**src/rtl/four_bit_rca_rcs.sv**
```systemverilog
// Ripple-carry adder/subtractor slice for the ALU arithmetic leaf.
// WIDTH full-adder cells, carry rippling LSB to MSB, registered outputs.

module full_adder_cell (
  input  logic a,
  input  logic b,
  input  logic c,
  output logic s,
  output logic co
);

  logic p;

  assign p  = a ^ b;
  assign s  = p ^ c;
  assign co = (a & b) | (c & p);

endmodule

module four_bit_rca_rcs #(
  parameter int WIDTH = 4
) (
  input  logic             clk,
  input  logic             rst,
  input  logic [WIDTH-1:0] A,
  input  logic [WIDTH-1:0] B,
  input  logic             Cin,
  input  logic             Sub,
  output logic [WIDTH-1:0] S,
  output logic             Cout,
  output logic             V
);

  logic [WIDTH-1:0] b_mod;
  logic [WIDTH-1:0] sum;
  logic [WIDTH:0]   carry;
  logic             ovf;

  // Subtract is A + ~B + Cin, so each B bit is conditionally inverted.
  assign b_mod    = B ^ {WIDTH{Sub}};
  assign carry[0] = Cin;

  for (genvar i = 0; i < WIDTH; i++) begin : g_cell
    full_adder_cell u_fa (
      .a  (A[i]),
      .b  (b_mod[i]),
      .c  (carry[i]),
      .s  (sum[i]),
      .co (carry[i+1])
    );
  end

  // Signed overflow: carry into the MSB differs from carry out of it.
  assign ovf = carry[WIDTH] ^ carry[WIDTH-1];

  // Output register; reset clears results immediately.
  always_ff @(posedge clk or posedge rst) begin
    if (rst) begin
      S    <= '0;
      Cout <= 1'b0;
      V    <= 1'b0;
    end else begin
      S    <= sum;
      Cout <= carry[WIDTH];
      V    <= ovf;
    end
  end

endmodule

```
**config.mk**
```make
export PLATFORM = sky130hd
export DESIGN_NAME = four_bit_rca_rcs
export DESIGN_NICKNAME = d
export VERILOG_FILES = /design/src/rtl/four_bit_rca_rcs.sv
export SDC_FILE = /design/constraint.sdc
export NUM_CORES = 1
export LEC_CHECK = 0
export ABC_AREA = 1
export BUFFER_PORTS_ARGS = -buffer_cell sky130_fd_sc_hd__buf_2
export CELL_PAD_IN_SITES_DETAIL_PLACEMENT = 1
export CELL_PAD_IN_SITES_GLOBAL_PLACEMENT = 1
export CORE_UTILIZATION = 25
export CTS_CLUSTER_DIAMETER = 80
export CTS_CLUSTER_SIZE = 40
export DETAILED_ROUTE_END_ITERATION = 8
export PLACE_DENSITY = 0.74
export SLEW_MARGIN = 20
export SYNTH_ARGS = -nofsm -noshare
export SYNTH_HDL_FRONTEND = slang
export SYNTH_SLANG_ARGS = --single-unit
```
**constraint.sdc**
```tcl
create_clock -name clk -period 0.8 [get_ports clk]
set_input_delay 0.08 -clock clk [delete_from_list [all_inputs] [get_ports clk]]
set_output_delay 0.08 -clock clk [all_outputs]
set_load 0.02 [all_outputs]
```
---- Word-level counts from Yosys, hierarchy flattened ----
Index checks and enable logic that the tools add are counted.
W data, S select, Z words.
storage, ports and cells
  flip-flop bits (word level) ............. 6
  output and inout bits ................... 6
  input bits .............................. 12
  logic and storage cells ................. 25
operators by class
  bitwise logic cells ..................... 22
operators with widths
  cell           number
  $xor A1 B1 Y1  9
  $and A1 B1 Y1  8
  $or A1 B1 Y1   4
  $xor A4 B4 Y4  1

---- Longest topological paths before layout ----
Gate-level depths: netlist (run 1).
  depth in word-level cells ............... 11
  gate-level depth with buffers ........... 13
  mapped depth without buffers ............ 13

---- Cells and area by module ----
Synthesis (run 1) repeated with hierarchy kept, for this count alone.
unflattened totals
  cell total of the unflattened synthesis .. 33
  area, all modules ....................... 316.6 um^2
modules (own cells, without submodules)
  module            times used  cells each  sequential area each (um^2)  area an instance (um^2)
  four_bit_rca_rcs  1           29          150.1                        236.5
  full_adder_cell   4           1           0.0                          20.0

---- Worst setup path before layout (run 1) ----
Ideal clock, no wire load.
  path type ............................... input to register
  start ................................... input Sub
  end ..................................... register S[3]
  slack ................................... -0.989 ns
  data arrival time ....................... 1.653 ns
  buffers on the path ..................... 0
  required time ........................... 0.664 ns
  library setup time ...................... 0.136 ns
  cell stages on the path ................. 10
  cell sequence ........................... inv_2 -> nand2_1 -> nand2_1 -> fa_1 -> inv_1 -> fa_1 -> inv_1 -> fa_1 -> inv_1 -> fa_1
on the way
  cells in the longest elaborated chain, start to end .. 9
  elaborated cells on any way between the ends .. 15
  classes of those cells .................. bitwise (15)
RTL lines
  element               RTL line  RTL
  start, declared       28        input logic Sub,
  $xor A4 B4 Y4 *       40        assign b_mod = B ^ {WIDTH{Sub}};
  $xor A1 B1 Y1         14        assign p = a ^ b;
  $and A1 B1 Y1         16        assign co = (a & b) | (c & p);
  $or A1 B1 Y1          16
  $and A1 B1 Y1         16
  $or A1 B1 Y1          16
  $and A1 B1 Y1         16
  $or A1 B1 Y1          16
  $xor A1 B1 Y1 *       15        assign s = p ^ c;
  via g_cell[3].u_fa.s  8         output logic s,
  end signal, assigned  63        S <= sum;
  end, declared         29        output logic [WIDTH-1:0] S,
The timed path passes the listed nets; every way through them passes the cells marked *.

---- Worst setup path after layout (run 1) ----
Ends and elaborated chain as after synthesis.

==> impl_metrics.ini, run 1 <==
[status]
status = finished with violations
violations = setup timing

[floorplanning]
die-width_um = 39.03
dieHeight_um = 39.03
core_area_sq_um = 1186
dieArea_sq_um = 1523
fp-row-count = 12
io_pins = 18
initial_core_util_pct = 28.90

[clocking]
cts.clk_slew.worst_paths_ps = 40
cts_tree = built
cts_max_path_buffers = 2
numCtsBuffers = 3
h-tree-depth = 1
cts_sinks = 6
cts-root-buf = clkbuf_4

[yosys]
synth_nets = 56
synth_top_family_by_area = adder cells
synth_seq_cells = 6
yosys.cell_types.count = 5
ys_warn_count = 0
synth_area_leader_cell = dfrtp_1
synthAdderAreaFrac_pct = 23.36
synthMuxAreaShare_pct = 0
synthesis.area_sq_um = 342.8
synth-simple-area-share_pct = 16.42
yosysTopAreaCellShare_pct = 43.80
seq_area_frac_synth_pct = 43.80
synth_area_leaders = dfrtp_1 44%, fa_1 23%, nand2_1 16%, inv_1 15%, inv_2 1.1%
syn_avg_cell_area_sq_um = 8.571
synthCells = 40
synthXorXnorAreaFrac_pct = 0
synth-compound-area-share_pct = 0

[power_and_ir_drop]
ir_drop_v = 0.0005605
p_int_uw = 751.1
combPwrFrac_pct = 39.6
power_switching_uw = 338.6
power_density_nw_per_um2 = 1834
clkPwrFrac_pct = 24.7
p_sw_share_pct = 31.07
p_leak_nw = 0.3412
seq_power_share_pct = 35.8

[worst_setup_path]
start_kind = input port
cp_slowest_cell = fa_2
cp-end-kind = register
arrival_ps = 1750
crit_required_ps = 910
critical_path_class = input port to register
path_buf_inv = 4
critical_path.max_stage_delay_ps = 420
crit_path_cell_trace = buf_12 -> nand2_2 -> nand2_2 -> fa_2 -> inv_2 -> fa_2 -> inv_2 -> fa_2 -> inv_2 -> fa_2
cp_common_cell = fa_2
crit_fanout = 3
crit_family = adder cells

[global_route]
grt_max_degree = 7
grtUsageTotal_pct = 13.72
grt_first_pass_wirelength_mm = 1.297
first_global_vias = 341
grt-ovfl-total = 0
antenna_found_initial = 0

[route]
post_drt_wl_per_cell_um = 10.54
drt_first_pass_iters = 1
via_count = 320
drc = 0
via_per_inst = 4.103
ant_nets = 0
drtIter0Drc = 0
routed_wirelength_um = 822

[final_layout]
nNetsFinal = 82
antennaDiodeCount = 0
area_delta_synth_final_pct = 73.36
final_cell_mix = 12 x nand2_1, 9 x inv_1, 9 x buf_2
drive_above_1_share_pct = 56.25
final_core_util_pct = 50.11
final_area_sq_um = 594.3
layout.cells.most_common = nand2_1

[hold_path]
whs_path_depth = 2
hp-start = A[1]
hold_path_class = input port to register
holdPathEnd = S[1]

[placement]
place_congestion = 0.6626
portBuffers = 17
hpwl_um = 657.9
place_area_sq_um = 485.5

[flow_run]
cap_viol_max_count = 0

[sta]
period_share_pct = 205.3
worstMarginPinSlew_ps = 213.4
grt_setup_unrepaired = true
max_freq_mhz = 608.8
slew_headroom_pct = 85.76
hold_viol = 0
slew_violations = 0
finalSetupViolations = 11
timing.final.ws_setup_ps = -842.6
final.min_clock_period_ps = 1643
## per-stage QoR
stage                     hold slack (ps)  std cells  setup TNS [ps]  power (mW)  worst slack (ps)
after floorplan                    -129.0         40           -3406      0.5726            -924.6
after CTS                           164.6         77           -3333       1.106            -899.6
after detailed placement           -1.753         73           -4995      0.7043             -1184
final                               168.6         78           -3038       1.090            -842.6
after global routing                176.2         78           -3428       1.160            -906.5
after global placement             -11.53         73           -4869      0.6828             -1165
## cell families after synthesis
family / after synthesis
fa+ha+maj: 4
buf+inv: 15
flops: 6
simple gates: 15
## power by group through the flow
| stage | combinational (mW) | clock [mW] | sequential (mW) |
|---|---|---|---|
| 4_1_cts | 0.431 | 0.282 | 0.394 |
| 3_3_place_gp | 0.306 | 0 | 0.377 |
| 5_1_grt | 0.475 | 0.290 | 0.394 |
| 3_5_place_dp | 0.322 | 0 | 0.382 |
| 2_1_floorplan | 0.110 | 0 | 0.463 |
| 6_report | 0.431 | 0.269 | 0.390 |
## how the worst max path moves through the flow
stage | start | depth (start not counted) | to
floorplan | Sub | 10 | S[3]
global route | Sub | 10 | S[3]
detailed placement | Sub | 11 | S[3]
finish | Sub | 10 | S[3]
global placement | Sub | 11 | S[3]
CTS | Sub | 10 | S[3]
## cells in the mapped netlist, drive strengths merged
| cell | n |
|---|---|
| dfrtp | 6 |
| fa | 4 |
| inv | 15 |
| nand2 | 15 |
## final cells by class
type	instances	area [sq um]
fill	141	591.8
tap	14	17.52
timing repair buffer	21	176.4
multi-input combinational	19	158.9
sequential	6	150.1
inverter	15	68.82
clock buffer	3	22.52
## what timing repair did
action,in CTS,in global routing
hold buffers,1,0
setup endpoints to repair,12,11
endpoints found under the hold margin,6,0
pin swaps,3,2
resized for setup,21,0
setup buffers,0,1
## sequential cells by signal (all words and copies together), names as in the netlist
register / flops
Cout: 1
S: 4
V: 1
## layer usage
layer	wire (um)	vias up	share of wire (%)	GRT usage (%)
met5	0	-	0	0
met4	0	0	0	7.759
met3	44	0	5.4	1.734
met2	520	13	63	30.00
met1	256	153	31	10.64
li1	-	154	-	-
Power figures use the tool's default switching activity.
==> run 2, diff against run 1 <==
--- a/config.mk
+++ b/config.mk
@@ -7,6 +7,7 @@
 export LEC_CHECK = 0
 export ABC_AREA = 1
 export BUFFER_PORTS_ARGS = -buffer_cell sky130_fd_sc_hd__buf_2
+export CAP_MARGIN = 15
 export CELL_PAD_IN_SITES_DETAIL_PLACEMENT = 1
 export CELL_PAD_IN_SITES_GLOBAL_PLACEMENT = 1
 export CORE_UTILIZATION = 25
@@ -14,6 +15,8 @@
 export CTS_CLUSTER_SIZE = 40
 export DETAILED_ROUTE_END_ITERATION = 8
 export PLACE_DENSITY = 0.74
+export RECOVER_POWER = 25
+export SETUP_SLACK_MARGIN = 0.5
 export SLEW_MARGIN = 20
 export SYNTH_ARGS = -nofsm -noshare
 export SYNTH_HDL_FRONTEND = slang
==> impl_metrics.ini, run 2 (same netlist as run 1, synthesis figures left out) <==
[status]
status = finished with violations
violations = hold timing, setup timing

[placement]
place_congestion = 0.6626
portBuffers = 17
hpwl_um = 657.9
dp_slack_ps = -1184

[clocking]
cts_tree = built
cts_sinks = 6
cts.clk_slew.worst_paths_ps = 40
cts-root-buf = clkbuf_4
numCtsBuffers = 3
h-tree-depth = 1
cts_max_path_buffers = 2

[global_route]
first_global_vias = 335
grtUsageTotal_pct = 13.60
grt_max_degree = 7
grt_first_pass_wirelength_mm = 1.283
antenna_found_initial = 0
grt-ovfl-total = 0

[power_and_ir_drop]
ir_drop_v = 0.0005570
power_mw = 1.087
p_leak_nw = 0.3370
power_density_nw_per_um2 = 1860

[final_layout]
largest_register_ffs = 4
final_cell_mix = 12 x nand2_1, 9 x inv_1, 9 x buf_2
nFillCells = 141
drive_above_1_share_pct = 57.14
area_delta_synth_final_pct = 70.44
top_regs = S x4, Cout x1, V x1
antennaDiodeCount = 0
largest-register = S
layout.cells.most_common = nand2_1
nNetsFinal = 81

[sta]
slew_violations = 0
max_freq_mhz = 608.8
period_share_pct = 205.3
hold_viol = 6
worstMarginPinSlew_ps = 213.4
slew_headroom_pct = 85.76
grt_setup_unrepaired = true
whs_ps = -257.7
final.min_clock_period_ps = 1643
timing.final.ws_setup_ps = -842.6
finalSetupViolations = 11

[route]
via_per_inst = 4.104
drtIter0Drc = 0
via_count = 316
ant_nets = 0
drt_first_pass_iters = 1
drc = 0
post_drt_wl_per_cell_um = 10.65
routed_wirelength_um = 820

[worst_setup_path]
arrival_ps = 1750
critical_path_class = input port to register
crit_required_ps = 910
start_kind = input port
cp-end-kind = register
crit_fanout = 3

[floorplanning]
fp-row-count = 12
die-width_um = 39.03
initial_core_util_pct = 28.90
io_pins = 18
dieHeight_um = 39.03
core_area_sq_um = 1186
dieArea_sq_um = 1523

[flow_run]
cap_viol_max_count = 0

[hold_path]
hold_path_class = input port to asynchronous set/reset pin
[run 2: changes by cell type in the layout (fill, tap and decap cells not counted)]
| cell | previous run | this run |
|---|---|---|
| dlygate4sd3_1 | 1 | 0 |
[run 2: area by class of cell]
class                      count  area [sq um]  area share, %
timing repair buffer          20         166.4          28.48
multi-input combinational     19         158.9          27.19
sequential                     6         150.1          25.70
inverter                      15         68.82          11.78
clock buffer                   3         22.52          3.854
tap                           14         17.52          2.998
[run 2: what timing repair did]
item / 4_1_cts / 5_1_grt
gates resized for setup: 21 / 0
pin swaps: 3 / 2
setup endpoints to repair: 12 / 12
endpoints found under the hold margin: 6 / 6
buffers inserted: 0 / 1
[run 2: worst max-delay path, stage by stage]
cell     delay (ps)
buf_12          110
nand2_2          50
nand2_2          50
fa_2            330
inv_2            60
fa_2            180
inv_2            40
fa_2            340
inv_2            80
fa_2            420
[run 2: how the worst max path moves through the flow]
| stage | slack (ps) | start | endpoint |
|---|---|---|---|
| 2_1_floorplan | -920 | Sub | S[3] |
| 3_3_place_gp | -1170 | Sub | S[3] |
| 5_1_grt | -910 | Sub | S[3] |
| 3_5_place_dp | -1180 | Sub | S[3] |
| 4_1_cts | -900 | Sub | S[3] |
| 6_report | -840 | Sub | S[3] |
[run 2: stage by stage]
step	instances	TNS (ps)	utilization (%)	instance area [sq um]
2_1_floorplan	40	-3406	-	367.9
3_3_place_gp	73	-4869	40.93	485.5
3_5_place_dp	73	-4995	40.93	485.5
4_1_cts	76	-3333	48.63	576.8
5_1_grt	77	-3446	49.26	584.3
6_report	77	-3053	49.26	584.3
[run 2: report_power, final]
group          switching, mW  internal [mW]  leakage [nW]
combinational          0.212          0.214         0.253
clock                 0.0999          0.169        0.0138
sequential            0.0274          0.364        0.0703
[run 2: routing by layer]
layer / GRT usage, % / part of all wire, %
met3: 1.734 / 5.1
met5: 0 / 0
met4: 7.759 / 0
met1: 10.64 / 31
met2: 29.58 / 63
